`src/rtl/comet_mmio_port.sv`:
```
// comet_mmio_port: COMET II memory-mapped I/O responder.
// Four-word window at BASE_ADDR:
//   +0 TXDATA (write pushes the TX FIFO)
//   +1 STATUS
//   +2 RXDATA (read pops the RX FIFO)
//   +3 CTRL
// TX FIFO feeds an external stream sink. RX FIFO collects externally strobed words.
// Optional feature macro: COMET_MMIO_RX_EN enables the RX FIFO, RXDATA, rx_overflow
// and rx_irq_en. When it is undefined, the RX side reads as zero.
module comet_mmio_port #(
  parameter logic [15:0] BASE_ADDR     = 16'hFF00,
  parameter int          TX_DEPTH_LOG2 = 3,
  parameter int          RX_DEPTH_LOG2 = 3
) (
  input  logic        mclk,
  input  logic        rst,
  input  logic        re,
  input  logic [15:0] raddr,
  output logic [15:0] rdata,
  output logic        rhit,
  input  logic        we,
  input  logic [15:0] waddr,
  input  logic [15:0] wdata,
  output logic        tx_valid,
  output logic [15:0] tx_data,
  input  logic        tx_ready,
  input  logic        rx_strobe,
  input  logic [15:0] rx_data,
  output logic        irq
);

  typedef enum logic [1:0] {
    OFF_TXDATA = 2'd0,
    OFF_STATUS = 2'd1,
    OFF_RXDATA = 2'd2,
    OFF_CTRL   = 2'd3
  } reg_off_e;

  localparam int                     TX_DEPTH    = 1 << TX_DEPTH_LOG2;
  localparam logic [TX_DEPTH_LOG2:0] TX_FULL_CNT = (TX_DEPTH_LOG2+1)'(TX_DEPTH);
  localparam logic [TX_DEPTH_LOG2:0] TX_CNT_ONE  = (TX_DEPTH_LOG2+1)'(1);
  localparam logic [TX_DEPTH_LOG2-1:0] TX_PTR_ONE = TX_DEPTH_LOG2'(1);

  // Bus decode
  logic     rd_hit, wr_hit;
  reg_off_e rd_off, wr_off;
  assign rd_hit = re & (raddr[15:2] == BASE_ADDR[15:2]);
  assign wr_hit = we & (waddr[15:2] == BASE_ADDR[15:2]);
  assign rd_off = reg_off_e'(raddr[1:0]);
  assign wr_off = reg_off_e'(waddr[1:0]);

  logic ctrl_wr, sticky_clr, tx_flush;
  assign ctrl_wr    = wr_hit & (wr_off == OFF_CTRL);
  assign sticky_clr = ctrl_wr & wdata[0];
  assign tx_flush   = ctrl_wr & wdata[1];

  // TX FIFO
  logic [15:0]              tx_mem [TX_DEPTH];
  logic [TX_DEPTH_LOG2-1:0] tx_wp, tx_rp;
  logic [TX_DEPTH_LOG2:0]   tx_cnt;
  logic tx_full, tx_empty, tx_push_req, tx_push, tx_pop, tx_drop_set;

  assign tx_full     = (tx_cnt == TX_FULL_CNT);
  assign tx_empty    = (tx_cnt == '0);
  assign tx_push_req = wr_hit & (wr_off == OFF_TXDATA);
  // A flush discards a same-cycle push silently; otherwise a push into a full FIFO is a drop.
  assign tx_push     = tx_push_req & ~tx_full & ~tx_flush;
  assign tx_drop_set = tx_push_req & tx_full & ~tx_flush;
  assign tx_pop      = ~tx_empty & tx_ready;

  assign tx_valid = ~tx_empty;
  assign tx_data  = tx_empty ? 16'h0000 : tx_mem[tx_rp];

  // TX pointers and occupancy; a flush has priority over a push or a pop.
  always_ff @(posedge mclk) begin
    // NOTE: state registers use non-blocking assignments so every flop samples pre-edge values.
    if (rst) begin
      tx_wp  <= '0;
      tx_rp  <= '0;
      tx_cnt <= '0;
    end else if (tx_flush) begin
      tx_wp  <= '0;
      tx_rp  <= '0;
      tx_cnt <= '0;
    end else begin
      if (tx_push) tx_wp <= tx_wp + TX_PTR_ONE;
      if (tx_pop)  tx_rp <= tx_rp + TX_PTR_ONE;
      case ({tx_push, tx_pop})
        2'b10:   tx_cnt <= tx_cnt + TX_CNT_ONE;
        2'b01:   tx_cnt <= tx_cnt - TX_CNT_ONE;
        default: tx_cnt <= tx_cnt;
      endcase
    end
  end

  // TX storage write.
  always_ff @(posedge mclk) begin
    // NOTE: FIFO storage is not reset; the reset pointers and count make stale words unreachable.
    if (tx_push) tx_mem[tx_wp] <= wdata;
  end

  // RX side
  logic        rx_nonempty, rx_overflow, rx_irq_en;
  logic [15:0] rx_head;

`ifdef COMET_MMIO_RX_EN
  localparam int                     RX_DEPTH    = 1 << RX_DEPTH_LOG2;
  localparam logic [RX_DEPTH_LOG2:0] RX_FULL_CNT = (RX_DEPTH_LOG2+1)'(RX_DEPTH);
  localparam logic [RX_DEPTH_LOG2:0] RX_CNT_ONE  = (RX_DEPTH_LOG2+1)'(1);
  localparam logic [RX_DEPTH_LOG2-1:0] RX_PTR_ONE = RX_DEPTH_LOG2'(1);

  logic [15:0]              rx_mem [RX_DEPTH];
  logic [RX_DEPTH_LOG2-1:0] rx_wp, rx_rp;
  logic [RX_DEPTH_LOG2:0]   rx_cnt;
  logic rx_full, rx_push, rx_pop, rx_ovf_set;

  assign rx_full     = (rx_cnt == RX_FULL_CNT);
  assign rx_nonempty = (rx_cnt != '0);
  assign rx_push     = rx_strobe & ~rx_full;
  assign rx_ovf_set  = rx_strobe & rx_full;
  assign rx_pop      = rd_hit & (rd_off == OFF_RXDATA) & rx_nonempty;
  assign rx_head     = rx_nonempty ? rx_mem[rx_rp] : 16'h0000;

  // RX pointers and occupancy.
  always_ff @(posedge mclk) begin
    if (rst) begin
      rx_wp  <= '0;
      rx_rp  <= '0;
      rx_cnt <= '0;
    end else begin
      if (rx_push) rx_wp <= rx_wp + RX_PTR_ONE;
      if (rx_pop)  rx_rp <= rx_rp + RX_PTR_ONE;
      case ({rx_push, rx_pop})
        2'b10:   rx_cnt <= rx_cnt + RX_CNT_ONE;
        2'b01:   rx_cnt <= rx_cnt - RX_CNT_ONE;
        default: rx_cnt <= rx_cnt;
      endcase
    end
  end

  // RX storage write.
  always_ff @(posedge mclk) begin
    if (rx_push) rx_mem[rx_wp] <= rx_data;
  end

  // RX sticky overflow (set beats clear) and RX interrupt enable.
  always_ff @(posedge mclk) begin
    if (rst) begin
      rx_overflow <= 1'b0;
      rx_irq_en   <= 1'b0;
    end else begin
      rx_overflow <= rx_ovf_set | (rx_overflow & ~sticky_clr);
      if (ctrl_wr) rx_irq_en <= wdata[2];
    end
  end
`else
  assign rx_nonempty = 1'b0;
  assign rx_overflow = 1'b0;
  assign rx_irq_en   = 1'b0;
  assign rx_head     = 16'h0000;

  logic rx_unused;
  assign rx_unused = ^{rx_strobe, rx_data, RX_DEPTH_LOG2[0]};
`endif

  // TX sticky drop (set beats clear) and TX interrupt enable.
  logic tx_drop, tx_irq_en;
  always_ff @(posedge mclk) begin
    if (rst) begin
      tx_drop   <= 1'b0;
      tx_irq_en <= 1'b0;
    end else begin
      tx_drop <= tx_drop_set | (tx_drop & ~sticky_clr);
      if (ctrl_wr) tx_irq_en <= wdata[3];
    end
  end

  logic wdata_unused;
  assign wdata_unused = ^wdata[15:4];

  assign irq = (rx_irq_en & rx_nonempty) | (tx_irq_en & tx_empty);

  // Read-data mux from pre-edge state.
  logic [15:0] rd_data_n;
  always_comb begin
    // NOTE: default first so every path assigns rd_data_n and no latch is inferred.
    rd_data_n = 16'h0000;
    if (rd_hit) begin
      case (rd_off)
        OFF_STATUS: rd_data_n = {8'(tx_cnt), 3'b000, tx_drop, rx_overflow,
                                 rx_nonempty, tx_empty, tx_full};
        OFF_RXDATA: rd_data_n = rx_head;
        OFF_CTRL:   rd_data_n = {12'h000, tx_irq_en, rx_irq_en, 2'b00};
        default:    rd_data_n = 16'h0000;
      endcase
    end
  end

  // Registered read response, one cycle after the sampled read.
  always_ff @(posedge mclk) begin
    if (rst) begin
      rdata <= 16'h0000;
      rhit  <= 1'b0;
    end else begin
      rdata <= rd_data_n;
      rhit  <= rd_hit;
    end
  end

endmodule

```
`config.mk`:
```
export PLATFORM = sky130hd
export DESIGN_NAME = comet_mmio_port
export DESIGN_NICKNAME = d
export VERILOG_FILES = /design/src/rtl/comet_mmio_port.sv
export SDC_FILE = /design/constraint.sdc
export NUM_CORES = 1
export LEC_CHECK = 0
export ABC_CLOCK_PERIOD_IN_PS = 10000
export CAP_MARGIN = 20
export CORE_MARGIN = 3
export CORE_UTILIZATION = 40
export DETAILED_ROUTE_END_ITERATION = 7
export GPL_TIMING_DRIVEN = 0
export PLACE_DENSITY = 0.63
export SLEW_MARGIN = 20
export SYNTH_ARGS = -nofsm -noshare
export SYNTH_HDL_FRONTEND = slang
export SYNTH_SLANG_ARGS = --single-unit
export TNS_END_PERCENT = 50
```
`constraint.sdc`:
```
create_clock -name mclk -period 10 [get_ports mclk]
set_input_delay 1.5 -clock mclk [delete_from_list [all_inputs] [get_ports mclk]]
set_output_delay 1.5 -clock mclk [all_outputs]
set_load 0.01 [all_outputs]
```
# Word level (Yosys, flattened, before mapping)
# Memory sizes are Yosys's and may differ from the RTL's. A register that Yosys moved wholly into a read port is not among the register bits.
# Index checks and enable logic that the tools add are counted.
# word_totals
input_bits	70
out_inout_bits	35
reg_bits	29
mem_bits_rw	128
n_memories	1
# classes
mux	7
eq_ne	8
bitwise_logic	19
n_reduce_logical	5
addsub	4
# memory_table
name	words	word_bits	read_ports	rd_ports_with_merged_regs	wr	line_no	rtl
tx_mem	8	16	1	1	1	58	logic [15:0] tx_mem [TX_DEPTH];
# op_table
operator	count
$eq 14x14->1 const B	2
$pmux 12 s2	1
$mux 16	1
$and 1x1->1	13
$pmux 4 s2	1
$add 3x1->3 const B	2
$eq 2x2->1 const B	3
$mux 3	2
$not 1->1	5
$add 4x1->4 const B	1
$eq 2x1->1 const B	2
$eq 4x4->1 const B	1
$logic_not 4->1	1
$reduce_or 2->1	2
$sub 4x1->4 const B	1
$logic_not 2->1	1
$mux 1	2
$reduce_bool 2->1	1
$or 1x1->1	1

# Depth between registers and ports, before layout
# Gate-level depths: netlist of run 1.
# logic_depth
depth_word	8
mapped_depth	12
mapped_depth_nobuf	10

# Least setup slack after synthesis of run 1
# No wires, ideal clock.
# synth_timing
kind	in2reg
startpoint	input port waddr[3]
endpoint	memory tx_mem[0][0] (enable)
arrival_time_ns	3.844
path_slack_ns	5.726
setup_time_ns	0.430
path_stages	4
required_ns	9.570
path_buffers	0
path_cell_list	nor4b_1 and3_1 nand2_1 nor4_1
# synth_via
elab_chain_len	8
# synth_lines
item	line_no	rtl
start: declaration	22	input logic [15:0] waddr,
$eq 14x14->1 (*)	48	assign wr_hit = we & (waddr[15:2] == BASE_ADDR[15:2]);
$and 1x1->1 (*)	48	
$and 1x1->1	53	assign ctrl_wr = wr_hit & (wr_off == OFF_CTRL);
$and 1x1->1	55	assign tx_flush = ctrl_wr & wdata[1];
$not 1->1	67	assign tx_push = tx_push_req & ~tx_full & ~tx_flush;
$and 1x1->1 (*)	67	
$mux 1 (*)	99	if (tx_push) tx_mem[tx_wp] <= wdata;
$mux 1 (implied by the code) (*)	99	
end: declaration	58	
# Every way passes the cells marked *; elsewhere a longest branch is shown, timed or not.

# Final worst setup path of run 1
# layout_timing
startpoint	register tx_cnt[1]
endpoint	output port tx_data[9]
# layout_via
elab_chain_len	2
# layout_lines
item	line_no	rtl
start: declaration	60	logic [TX_DEPTH_LOG2:0] tx_cnt;
start signal: assignment	89	2'b10: tx_cnt <= tx_cnt + TX_CNT_ONE;
start signal: assignment	90	2'b01: tx_cnt <= tx_cnt - TX_CNT_ONE;
start signal: assignment	91	default: tx_cnt <= tx_cnt;
$logic_not 4->1	64	assign tx_empty = (tx_cnt == '0);
$mux 16	72	assign tx_data = tx_empty ? 16'h0000 : tx_mem[tx_rp];
end: declaration	25	output logic [15:0] tx_data,
# Every way passes these cells.

==> results of run 1 <==
## cells in the mapped netlist, types with 4 or more instances
cell | number | area, µm²
a21oi_1 | 7 | 35.0
and2_1 | 9 | 56.3
buf_2 | 6 | 30.0
buf_4 | 8 | 60.1
clkbuf_1 | 7 | 26.3
dfxtp_1 | 24 | 480
edfxtp_1 | 128 | 3840
ha_1 | 5 | 62.6
mux2i_1 | 18 | 180
mux4_2 | 32 | 721
nand2_1 | 4 | 15.0
nand3_1 | 6 | 30.0
nor2_1 | 28 | 105
nor3_1 | 4 | 20.0
nor4b_1 | 5 | 43.8
o21ai_0 | 7 | 35.0
xor2_1 | 4 | 35.0
## cells by family after synthesis
| group | count (synthesis) | share of synthesized area [%] |
|---|---|---|
| xor+xnor | 5 | 0.722 |
| other cells | 1 | 0.0618 |
| buf+inv | 24 | 2.23 |
| simple gates | 81 | 8.19 |
| flops | 152 | 71.3 |
| compound gates | 18 | 1.67 |
| fa+ha+maj | 5 | 1.03 |
| mux | 50 | 14.8 |
## layout make-up
type / count / area [µm²] / area share, %
flip-flops and latches: 152 / 4320 / 55.4
multi-input cells: 167 / 1670 / 21.4
repair buffers: 93 / 913 / 11.7
clock buffers: 18 / 429 / 5.50
well taps: 184 / 230 / 2.95
plain buffers: 23 / 131 / 1.68
clock inverters: 14 / 108 / 1.38
inverters: 1 / 3.75 / 0.0481
## registers in the layout (all words and copies together), names as in the netlist, named ones only
| signal | cells |
|---|---|
| tx_drop | 1 |
| tx_mem | 128 |
| tx_rp | 3 |
| rdata | 8 |
| tx_irq_en | 1 |
| tx_cnt | 4 |
| tx_wp | 3 |
| rhit | 1 |
## power by group through the flow
stage | Clock, µW | Combinational (µW) | Sequential (µW)
after global routing | 620 | 37.4 | 685
after CTS | 590 | 34.5 | 686
final | 579 | 34.3 | 686
after detailed placement | 0 | 34.4 | 699
after floorplan | 0 | 6.48 | 699
after global placement | 0 | 33.2 | 699
## layer usage
layer  global-route usage (%)  vias to the layer above
met5                        0                        -
li1                         -                     1563
met4                     6.55                        0
met3                     5.36                       10
met1                     19.4                     1647
met2                     25.9                      116
## per-stage QoR
step           total power [µW]  utilization, %  hold slack [ns]  cells
6_report                   1300            53.1            0.468    652
5_1_grt                    1340            53.1            0.513    652
4_1_cts                    1310            53.1            0.466    652
3_5_place_dp                733            49.5            0.452    620
3_3_place_gp                732            48.4            0.442    606
2_1_floorplan               706               -            0.430    343
## placed cells by master, fill, tap and decap left out, types with 4 or more instances in the layout
cell and instances:
edfxtp_1 128, clkdlybuf4s50_1 79, mux4_2 32, nor2_1 25, dfxtp_1 24, mux2i_1 18
clkbuf_16 17, buf_4 14, and2_1 9, buf_2 8, clkbuf_1 8, conb_1 8
buf_6 7, o21ai_0 7, a21oi_1 7, nand3_1 6, nor4b_1 5, ha_1 5
clkinv_2 5, xor2_1 4, nand2_1 4, nor3_2 4
## worst max path at each step
| stage | slack, ns | to | from |
|---|---|---|---|
| finish | 5.71 | tx_data[9] | tx_cnt[1] |
| global route | 5.45 | tx_data[9] | tx_cnt[1] |
| CTS | 5.59 | tx_data[9] | tx_cnt[1] |
| detailed placement | 5.68 | tx_cnt[3] | waddr[3] |
| global placement | 3.65 | tx_mem[0][7] | waddr[3] |
| floorplan | 5.73 | tx_mem[0][0] | waddr[3] |
==> flow_metrics.py, run 1 <==
metrics = {
    "outcome": {
        "status": "complete, no violations",
    },
    "grt": {
        "grt_max_degree": 17,
        "grt_pass1_vias": 3530,
        "grt_use_total_pct": 15.8,
        "overflow": 0,
        "grt_pass1_wl_um": 19200,
        "antenna_found_initial": 0,
    },
    "worst_setup_path": {
        "ff2ff_path_depth": 11,
        "r2r_slack_ns": 6.98,
        "crit_chain": "buf_6 -> nor4_4 -> clkbuf_1 -> nor2_1 -> clkdlybuf4s50_1",
        "crit_buf_inv": 3,
        "cp.arrival_ns": 2.79,
        "cp.depth": 5,
        "crit_path_start_kind": "flop",
        "max_stage_delay_ns": 0.74,
        "rr_endpoint": "tx_cnt[3]",
        "critPathCaptureType": "output port",
        "cp_slowest_cell": "nor4_4",
        "cp_max_fo": 10,
        "path_class": "reg -> out",
        "crit_family": "buffers and inverters",
        "required_ns": 8.50,
        "r2r_start": "tx_cnt[1]",
    },
    "power_and_ir_drop": {
        "p_int_uw": 1040,
        "cellLeakagePower_uw": 0.00255,
        "switching_share_pct": 19.6,
        "ir_drop_uv": 123,
        "p_clk_share_pct": 44.6,
        "p_switching_uw": 255,
        "powerDensity_nw_per_um2": 166,
        "power_frac_seq_pct": 52.8,
        "combPwrFrac_pct": 2.6,
    },
    "cells_and_area": {
        "nets": 530,
        "drive_above_1_share_pct": 22.2,
        "fin_area_um2": 7810,
        "nFillCells": 1169,
        "area_delta_synth_final_pct": 28.7,
        "antenna_cells": 0,
    },
    "timing": {
        "worstMarginPinSlew_ns": 0.832,
        "slew_headroom_pct": 44.1,
        "finClkSkew_ns": 0.00616,
        "period_minus_slack_ns": 4.29,
        "hold_viol": 0,
        "fmax_ghz": 0.233,
        "fin_ws_ns": 5.71,
        "finalMaxSlewViolations": 0,
        "period_share_pct": 42.9,
        "finalSetupViolCount": 0,
        "setup_tns_ns": 0,
        "rsz0062_at_grt": "no",
    },
    "hold_path": {
        "hold_depth": 1,
        "hold_class": "reg -> reg",
        "whs_endpoint": "rdata[4]",
        "hold_path_startpoint": "tx_drop",
    },
    "synthesis": {
        "yosysWarnings": 0,
        "yosysSeqAreaShare_pct": 71.3,
        "synth_seq_cells": 152,
        "ys_types": 41,
        "async_flop_share_pct": 0,
        "synth_edf_count": 128,
        "synth.avg_cell_area_um2": 18.1,
        "synthFlopType": "edfxtp_1",
        "netlist_area_um2": 6070,
        "synthCells": 336,
    },
    "detailed_routing": {
        "wl_met3_um": 723,
        "post_drt_wl_per_cell_um": 18.7,
        "dr_wl_met2_um": 6050,
        "wirelength_um": 12200,
        "drt-initial-drc-count": 233,
        "drtPass1Iterations": 4,
        "met1_length_um": 5320,
        "viasPerCell": 5.12,
        "via_count": 3336,
        "top_layer": "met4",
        "ant_nets": 0,
        "drcViolationCount": 0,
    },
    "floorplanning": {
        "fp-row-count": 44,
        "die_h_um": 129,
        "die_area_um2": 16700,
        "core-area_um2": 14700,
        "io_pins": 105,
        "die_w_um": 129,
        "initial_utilization_pct": 41.3,
    },
    "clock_network": {
        "clockBufferDepth": 2,
        "numCtsBuffers": 17,
        "cts_tree": "done",
        "holdBufCountCts": 0,
        "cts.sinks": 152,
        "path_clk_slew_ns": 0.06,
        "cts.repair.resized": 0,
        "post_cts_buffers": 0,
        "htree_levels": 4,
        "clock_latency_ns": 0.42,
        "ctsRootBufferMaster": "clkbuf_16",
    },
    "placed_design": {
        "hpwl_um": 8310,
        "io_buffer_count": 79,
        "place_area_um2": 7270,
        "preCtsSetupSlack_ns": 5.68,
        "gp_congestion": 0.677,
    },
    "run": {
        "drv.max_cap_violation_count": 0,
    },
}
No activity file was read; power rests on OpenSTA's default activity.
==> run 2, diff against run 1 <==
--- a/config.mk
+++ b/config.mk
@@ -5,7 +5,7 @@
 export SDC_FILE = /design/constraint.sdc
 export NUM_CORES = 1
 export LEC_CHECK = 0
-export ABC_CLOCK_PERIOD_IN_PS = 10000
+export ABC_CLOCK_PERIOD_IN_PS = 4000
 export CAP_MARGIN = 20
 export CORE_MARGIN = 3
 export CORE_UTILIZATION = 40
==> constraint.sdc (replaced) <==
create_clock -name mclk -period 4 [get_ports mclk]
set_input_delay 0.6 -clock mclk [delete_from_list [all_inputs] [get_ports mclk]]
set_output_delay 0.6 -clock mclk [all_outputs]
set_load 0.01 [all_outputs]
==> results of run 2 <==
Same layout as run 1 (identical final DEF). Status: complete, no violations.
Among the figures that moved: setup slack after placement 5.68 ns -> 0.582 ns; setup slack after layout 5.71 ns -> 0.605 ns; register-to-register setup slack 6.98 ns -> 0.98 ns; total power 1300 µW -> 3250 µW; worst IR drop on VDD 123 µV -> 307 µV
